### config.mk
export PLATFORM = sky130hd
export DESIGN_NAME = rr_mux4_arbiter
export DESIGN_NICKNAME = d
export VERILOG_FILES = /design/src/rtl/rr_mux4_arbiter.sv
export SDC_FILE = /design/constraint.sdc
export NUM_CORES = 1
export LEC_CHECK = 0
export BUFFER_PORTS_ARGS = -buffer_cell sky130_fd_sc_hd__buf_2
export CORE_MARGIN = 2
export CORE_UTILIZATION = 58
export CTS_BUF_LIST = sky130_fd_sc_hd__clkbuf_4 sky130_fd_sc_hd__clkbuf_8
export CTS_CLUSTER_DIAMETER = 80
export DETAILED_ROUTE_END_ITERATION = 8
export PLACE_DENSITY = 0.82
export SYNTH_ARGS = -nofsm -noshare
export SYNTH_HDL_FRONTEND = slang
export SYNTH_SLANG_ARGS = --single-unit
### constraint.sdc
create_clock -name clk -period 3.3 [get_ports clk]
set_clock_uncertainty 0.1 [all_clocks]
set_input_delay 0.165 -clock clk [delete_from_list [all_inputs] [get_ports clk]]
set_output_delay 0.165 -clock clk [all_outputs]
set_load 0.02 [all_outputs]
### src/rtl/rr_mux4_arbiter.sv
// Round-robin arbiter that owns the select lines of a shared 4:1 mux and
// registers the selected requester's data with a bounded burst per grant.

module rr_mux4_arbiter #(
    parameter int DATA_W    = 1,
    parameter int BURST_MAX = 4
) (
    input  logic              clk,
    input  logic              rst_n,
    input  logic [3:0]        req,
    input  logic [DATA_W-1:0] in0,
    input  logic [DATA_W-1:0] in1,
    input  logic [DATA_W-1:0] in2,
    input  logic [DATA_W-1:0] in3,
    output logic [3:0]        gnt,
    output logic              sel1,
    output logic              sel0,
    output logic [DATA_W-1:0] out,
    output logic              out_valid
);

    typedef enum logic {
        ST_IDLE  = 1'b0,
        ST_GRANT = 1'b1
    } state_e;

    localparam logic [3:0] CNT_LAST = 4'(BURST_MAX - 1);

    // First set bit of vec scanning start, start+1, ... (mod 4); MSB = found.
    function automatic logic [2:0] rr_pick(input logic [3:0] vec, input logic [1:0] start);
        logic [2:0] res;
        logic [1:0] idx;
        res = 3'b000;
        for (int i = 3; i >= 0; i--) begin
            idx = start + 2'(i);
            if (vec[idx]) begin
                res = {1'b1, idx};
            end
        end
        return res;
    endfunction

    state_e            state_q, state_d;
    logic [1:0]        owner_q, owner_d;
    logic [3:0]        cnt_q, cnt_d;
    logic [1:0]        ptr_q, ptr_d;
    logic [3:0]        gnt_q, gnt_d;
    logic [1:0]        sel_q, sel_d;
    logic [DATA_W-1:0] out_q, out_d;
    logic              out_valid_q, out_valid_d;
    logic [2:0]        pick_s;
    logic [DATA_W-1:0] mux_s;

    // State, owner, burst counter and priority pointer registers.
    always_ff @(posedge clk or negedge rst_n) begin
        if (!rst_n) begin
            state_q <= ST_IDLE;
            owner_q <= 2'd0;
            cnt_q   <= 4'd0;
            ptr_q   <= 2'd0;
        end else begin
            state_q <= state_d;
            owner_q <= owner_d;
            cnt_q   <= cnt_d;
            ptr_q   <= ptr_d;
        end
    end

    // Next-state: hold, hand over without a bubble, re-grant, or go idle.
    always_comb begin
        state_d = state_q;
        owner_d = owner_q;
        cnt_d   = cnt_q;
        ptr_d   = ptr_q;
        pick_s  = 3'b000;
        case (state_q)
            ST_IDLE: begin
                pick_s = rr_pick(req, ptr_q);
                if (pick_s[2]) begin
                    state_d = ST_GRANT;
                    owner_d = pick_s[1:0];
                    cnt_d   = 4'd0;
                    ptr_d   = pick_s[1:0] + 2'd1;
                end else begin
                    state_d = ST_IDLE;
                end
            end
            ST_GRANT: begin
                // The owner is excluded so a handover always favours someone else.
                pick_s = rr_pick(req & ~(4'b0001 << owner_q), owner_q + 2'd1);
                if (req[owner_q] && (cnt_q < CNT_LAST)) begin
                    cnt_d = cnt_q + 4'd1;
                end else if (pick_s[2]) begin
                    owner_d = pick_s[1:0];
                    cnt_d   = 4'd0;
                    ptr_d   = pick_s[1:0] + 2'd1;
                end else if (req[owner_q]) begin
                    cnt_d = 4'd0;
                end else begin
                    state_d = ST_IDLE;
                end
            end
            default: begin
                state_d = ST_IDLE;
            end
        endcase
    end

    // Output decode: grant/select follow the next owner, data follows the current one.
    always_comb begin
        case (owner_q)
            2'd0:    mux_s = in0;
            2'd1:    mux_s = in1;
            2'd2:    mux_s = in2;
            2'd3:    mux_s = in3;
            default: mux_s = in0;
        endcase
        if (state_d == ST_GRANT) begin
            gnt_d = 4'b0001 << owner_d;
            sel_d = owner_d;
        end else begin
            gnt_d = 4'b0000;
            sel_d = sel_q;
        end
        if (state_q == ST_GRANT) begin
            out_d       = mux_s;
            out_valid_d = 1'b1;
        end else begin
            out_d       = out_q;
            out_valid_d = 1'b0;
        end
    end

    // Registered outputs.
    always_ff @(posedge clk or negedge rst_n) begin
        if (!rst_n) begin
            gnt_q       <= 4'b0000;
            sel_q       <= 2'b00;
            out_q       <= '0;
            out_valid_q <= 1'b0;
        end else begin
            gnt_q       <= gnt_d;
            sel_q       <= sel_d;
            out_q       <= out_d;
            out_valid_q <= out_valid_d;
        end
    end

    assign gnt       = gnt_q;
    assign sel1      = sel_q[1];
    assign sel0      = sel_q[0];
    assign out       = out_q;
    assign out_valid = out_valid_q;

    rr_mux4_arbiter_chk #(.BURST_MAX(BURST_MAX)) u_chk (
        .clk   (clk),
        .rst_n (rst_n),
        .req   (req),
        .gnt   (gnt_q),
        .sel1  (sel_q[1]),
        .sel0  (sel_q[0])
    );

endmodule

// Invariant checker: grant shape, select encoding and bounded waiting.
module rr_mux4_arbiter_chk #(
    parameter int BURST_MAX = 4
) (
    input logic       clk,
    input logic       rst_n,
    input logic [3:0] req,
    input logic [3:0] gnt,
    input logic       sel1,
    input logic       sel0
);

    // Wait counts include the edge that finally grants, hence the +1 bound.
    localparam logic [6:0] WAIT_LIMIT = 7'(3 * BURST_MAX + 1);

    logic [6:0] wait_q [4];

    // Per-requester count of edges spent requesting without the grant.
    always_ff @(posedge clk or negedge rst_n) begin
        if (!rst_n) begin
            for (int k = 0; k < 4; k++) begin
                wait_q[k] <= 7'd0;
            end
        end else begin
            for (int k = 0; k < 4; k++) begin
                if (req[k] && !gnt[k] && (wait_q[k] != 7'h7f)) begin
                    wait_q[k] <= wait_q[k] + 7'd1;
                end else if (req[k] && !gnt[k]) begin
                    wait_q[k] <= wait_q[k];
                end else begin
                    wait_q[k] <= 7'd0;
                end
            end
        end
    end

    // Invariants sampled on every active edge outside reset.
    always @(posedge clk) begin
        if (rst_n) begin
            assert ($onehot0(gnt));
            assert ((gnt == 4'b0000) || (gnt == (4'b0001 << {sel1, sel0})));
            for (int k = 0; k < 4; k++) begin
                assert (wait_q[k] <= WAIT_LIMIT);
            end
        end
    end

endmodule

==> results.cfg, run 1 <==
[outcome]
outcome = completed

[logic_synthesis]
ys_warn_count = 0
async_flop_share_pct = 100
synth_flop_cell = dfrtp_1
yosys-top-cells-area = dfrtp_1 (38%), ha_1 (5.6%), a21oi_1 (3.6%), o21a_1 (2.7%), nand2_1 (2.3%)
syn-cell-area_um2 = 1120
synth_cell_types = 49
yosysSeqAreaShare_pct = 38.0
synth_edf_count = 0
synth_top_area_share_pct = 38.0
synth_largest_area_cell = dfrtp_1
synth_cells = 109
synth-seq-cells = 17
syn_nets = 124
synth_area_per_cell_um2 = 10.3

[finish]
drive_gt1_share_pct = 29.4
final_nets = 142
area_growth_pct = 10.2
mostFrequentLayoutCells = dfrtp_1 (17), buf_2 (17), a21oi_1 (8)
final_area_um2 = 1230
diodes = 0

[cts]
cts_tree = built
cts_buffer_depth = 2
ctsResizeCount = 0
insertion_delay_ps = 280
root_buffer = clkbuf_4
cts_hold_buf = 1
path_clk_slew_ps = 100
cts_setup_buffers = 0
htree_levels = 1
cts_buffers = 3
clock-sinks = 17

[power_and_ir_drop]
total_leakage_power_nw = 0.574
p_switching_mw = 0.522
power.internal_mw = 0.656
seqPwrFrac_pct = 31.5
power_density_nw_per_um2 = 954
irDropWorstVdd_mv = 0.535
combPwrFrac_pct = 59.4
power.share.clock_pct = 9.1
power_switching_share_pct = 44.3

[timing]
rsz0062_at_grt = no
setup_viol_count_final = 0
hold_slack_ps = 132
hold_viol = 0
relSlewSlack_pct = 55.0
fmax_mhz = 379
tightestPinTransition_ps = 669
final.min_clock_period_ps = 2640
post-route-period-util_pct = 80.0
slew_viol_final = 0
fin_setup_tns_ps = 0

[critical_path]
cp-startpoint = owner_q[0]$_DFF_PN0_
crit_fanout = 13
endpoint_kind = flip-flop
path_class = reg -> reg
r2r_start = owner_q[0]$_DFF_PN0_
startpoint_type = flip-flop
arrival_ps = 2720
worstPathRequired_ps = 3380

[die]
core_um2 = 1760
initial_core_util_pct = 63.5
pin_count = 18
die_width_um = 47.9
die_y_um = 47.9
die_area_um2 = 2300
fp-row-count = 15

[flow_run]
maxCapViolations = 0

[global_route]
antenna_found_initial = 0
grt_pass1_wl_um = 3460
grt_usage_pct = 21.8
grt_max_degree = 18
grt_pass1_vias = 796
grt_overflow = 0

[routing]
routedLengthMet1_um = 999
dr_wl_met2_um = 1020
top_layer = met4
dr.pass1.iters = 4
drc = 0
routed_wirelength_um = 2110
vias = 881
drt-initial-drc-count = 14
avgViaCountPerCell = 5.83
ant_nets = 0
wl_met3_um = 76
drt-wirelength-per-cell_um = 14.0

[place]
portBuffers = 17
gpl.final_weighted_congestion = 0.910
dp_hpwl_um = 1620
placed_area_um2 = 1200

[worst_hold_path]
min_from = in0
hold_class = in -> reg
## flip-flops by register name, summed over array words and instances, names as in the netlist
| register | count |
|---|---|
| cnt_q | 4 |
| gnt | 4 |
| owner_q | 2 |
| ptr_q | 2 |
| sel_q | 2 |
| out | 1 |
| out_valid | 1 |
| state_q | 1 |
## kinds of logic after synthesis
family / after synthesis / synth area share (%)
adder cells (fa/ha/maj): 5 / 5.59
AND/OR/NAND/NOR: 34 / 17.8
buffers and inverters: 10 / 5.25
AO/OA/AOI/OAI: 38 / 27.3
flip-flops: 17 / 38.0
multiplexers: 5 / 6.14
## path summary, 6_finish.rpt
path | to | slack, ps | cells after the start
setup / recovery | gnt[2]$_DFF_PN0_ | 660 | 7
hold / removal | out$_DFFE_PN0P_ | 130 | 4
setup reg to reg | gnt[2]$_DFF_PN0_ | 660 | 7
hold reg to reg | cnt_q[0]$_DFFE_PN0P_ | 390 | 1
max in group asynchronous | ptr_q[0]$_DFFE_PN0P_ | 2630 | 2
min in group asynchronous | sel_q[1]$_DFFE_PN0P_ | 210 | 2
## stage by stage
step	power, mW	std cells	setup WS, ps	utilization (%)
after floorplan	0.936	109	913	-
after global placement	1.04	146	768	67.8
after detailed placement	1.07	146	711	67.8
after CTS	1.18	151	709	69.9
after global routing	1.28	151	489	69.9
final	1.18	151	659	69.9
## per-layer routing
metal  vias to the layer above  GRT usage (%)
met3                         2           1.51
met2                        15           36.5
li1                        440              -
met1                       424           28.5
met4                         0           10.8
met5                         -              0
## worst max-delay path: stages, from the launching register on
cell and delay, ps:
dfrtp_1 650, inv_1 160, ha_1 400, o31ai_1 340
a2bb2oi_1 250, o21ai_0 220, a2bb2oi_2 230, and3b_1 190
## synth_stat cells (2+ instances only)
cell / instances
a21o_1: 2
a21o_2: 2
a21oi_1: 8
a21oi_2: 2
and2b_1: 2
buf_2: 2
buf_6: 2
dfrtp_1: 17
ha_1: 5
inv_1: 5
mux2i_1: 2
nand2_1: 7
nand3b_1: 2
nor2_1: 6
nor2b_1: 3
o21a_1: 4
o21ai_0: 5
o31ai_1: 2
## power groups by stage
stage,combinational (mW),clock [mW],sequential [mW]
2_1_floorplan,0.544,0,0.392
3_3_place_gp,0.675,0,0.367
4_1_cts,0.701,0.111,0.370
6_report,0.699,0.107,0.371
5_1_grt,0.776,0.119,0.382
3_5_place_dp,0.697,0,0.375
## final cells by class
class / instances / area [um^2]
clock inverters: 1 / 5.00
well taps: 25 / 31.3
multi-input cells: 82 / 636
inverters: 5 / 18.8
clock buffers: 3 / 22.5
flip-flops and latches: 17 / 425
repair buffers: 18 / 95.1
fillers: 160 / 531
Power figures use the tool's default switching activity.
==> run 2: changes to the inputs <==
Clock period 3.3 ns to 2.6 ns, I/O delays scaled along.
==> run 2 against run 1 <==
Net effect:
- first-iteration DRC count rose by 86%
- non-clock buffer count rose by 3
- clock-buffer cell count did not move
- core utilization rose by 1.6 points
- worst setup slack got worse by 540 ps
- largest power group unchanged
- critical path depth did not move
- maximum frequency rose by 6.5%
- routed wire length rose by 9.9%
- die area did not move
==> results.cfg, run 2 (synthesis results as in run 1) <==
[cts]
cts_tree = built
cts_buffer_depth = 2
htree_levels = 1
root_buffer = clkbuf_4
insertion_delay_ps = 290
cts_buffers = 3
path_clk_slew_ps = 90
clock-sinks = 17

[timing]
post-route-period-util_pct = 95.4
relSlewSlack_pct = 54.9
setup_viol_count_final = 0
fmax_mhz = 403
slew_viol_final = 0
hold_viol = 0
rsz0062_at_grt = no
final.min_clock_period_ps = 2480
fin_setup_tns_ps = 0
tightestPinTransition_ps = 670
timing.final.ws_setup_ps = 121

[worst_hold_path]
hold_class = in -> reg
min_from = in0

[global_route]
grt_overflow = 0
grt_pass1_vias = 851
grt_usage_pct = 24.2
antenna_found_initial = 0
grt_pass1_wl_um = 3860
grt_max_degree = 18

[place]
gpl.final_weighted_congestion = 1.00
dp_slack_ps = 123
portBuffers = 17
dp_hpwl_um = 1740

[die]
die_width_um = 47.9
die_y_um = 47.9
initial_core_util_pct = 63.5
die_area_um2 = 2300
core_um2 = 1760
fp-row-count = 15
pin_count = 18

[critical_path]
path_class = reg -> reg
r2r_start = owner_q[0]$_DFF_PN0_
crit_fanout = 9
endpoint_kind = flip-flop
startpoint_type = flip-flop
cp-startpoint = owner_q[0]$_DFF_PN0_
arrival_ps = 2550
worstPathRequired_ps = 2680

[finish]
area_growth_pct = 12.6
diodes = 0
drive_gt1_share_pct = 32.6
regArea_um2 = 427
mostFrequentLayoutCells = buf_2 (17), dfrtp_1 (16), a21oi_1 (7), nand2_1 (7), nor2_1 (6)
n_fill_cell = 156
layout_commonest_cell = buf_2
final_nets = 145
multiInputGateArea_um2 = 639

[power_and_ir_drop]
power_density_nw_per_um2 = 1230
total_leakage_power_nw = 0.587
irDropWorstVdd_mv = 0.827

[routing]
ant_nets = 0
dr.pass1.iters = 4
routed_wirelength_um = 2320
drt-wirelength-per-cell_um = 15.1
avgViaCountPerCell = 5.84
vias = 899
drt-initial-drc-count = 26
drc = 0

[outcome]
outcome = completed

[flow_run]
maxCapViolations = 0
[run 2: cell count changes in the layout (fill, tap and decap cells not counted), sizes merged]
cell / before / now
buf: 17 / 20
[run 2: final cells by class]
class / instances / area share, %
clock inverters: 1 / 0.397
repair buffers: 21 / 9.33
inverters: 5 / 1.49
well taps: 25 / 2.48
flip-flops and latches: 17 / 33.8
multi-input cells: 82 / 50.7
clock buffers: 3 / 1.79
[run 2: stage by stage]
stage	util, %	total power [mW]	hold WS (ps)	cell area (um^2)	cells
floorplan	-	1.19	-266	1120	109
global placement	69.1	1.37	-44.3	1220	149
detailed placement	69.1	1.41	-35.1	1220	149
CTS	71.2	1.55	93.6	1260	154
global route	71.5	1.67	147	1260	154
finish	71.5	1.55	93.0	1260	154
[run 2: repair_timing]
item	CTS	global route
resized for setup	0	2
setup endpoints to repair	0	3
endpoints found under the hold margin	17	0
buffers inserted	0	0
hold buffers	1	0
[run 2: final timing paths]
kind | cells past startpoint | end | slack, ps
hold reg to reg | 1 | cnt_q[3]$_DFFE_PN0P_ | 400
hold / removal | 4 | out$_DFFE_PN0P_ | 90
setup / recovery | 7 | sel_q[1]$_DFFE_PN0P_ | 120
max in group asynchronous | 2 | owner_q[0]$_DFF_PN0_ | 1920
setup reg to reg | 7 | sel_q[1]$_DFFE_PN0P_ | 120
min in group asynchronous | 2 | gnt[0]$_DFF_PN0_ | 190
[run 2: routing by layer]
metal | vias to the layer above | global-route usage, % | part of all wire [%] | routed length (um)
met1 | 432 | 34.5 | 47 | 1090
met2 | 25 | 38.9 | 48 | 1120
li1 | 440 | - | - | -
met5 | - | 0 | 0 | 0
met4 | 0 | 9.19 | 0.60 | 14
met3 | 2 | 1.13 | 3.9 | 91
[run 2: worst max-delay path, stage by stage (launching register included)]
cell	delay [ps]
dfrtp_2	470
inv_1	130
ha_1	210
and2b_1	210
or4_4	550
a31oi_2	250
o221ai_4	150
mux2_4	300
[run 2: where the power goes]
group          total (mW)  internal [mW]  switching (mW)
clock               0.138         0.0571          0.0813
sequential          0.442          0.371          0.0702
combinational       0.967          0.431           0.536
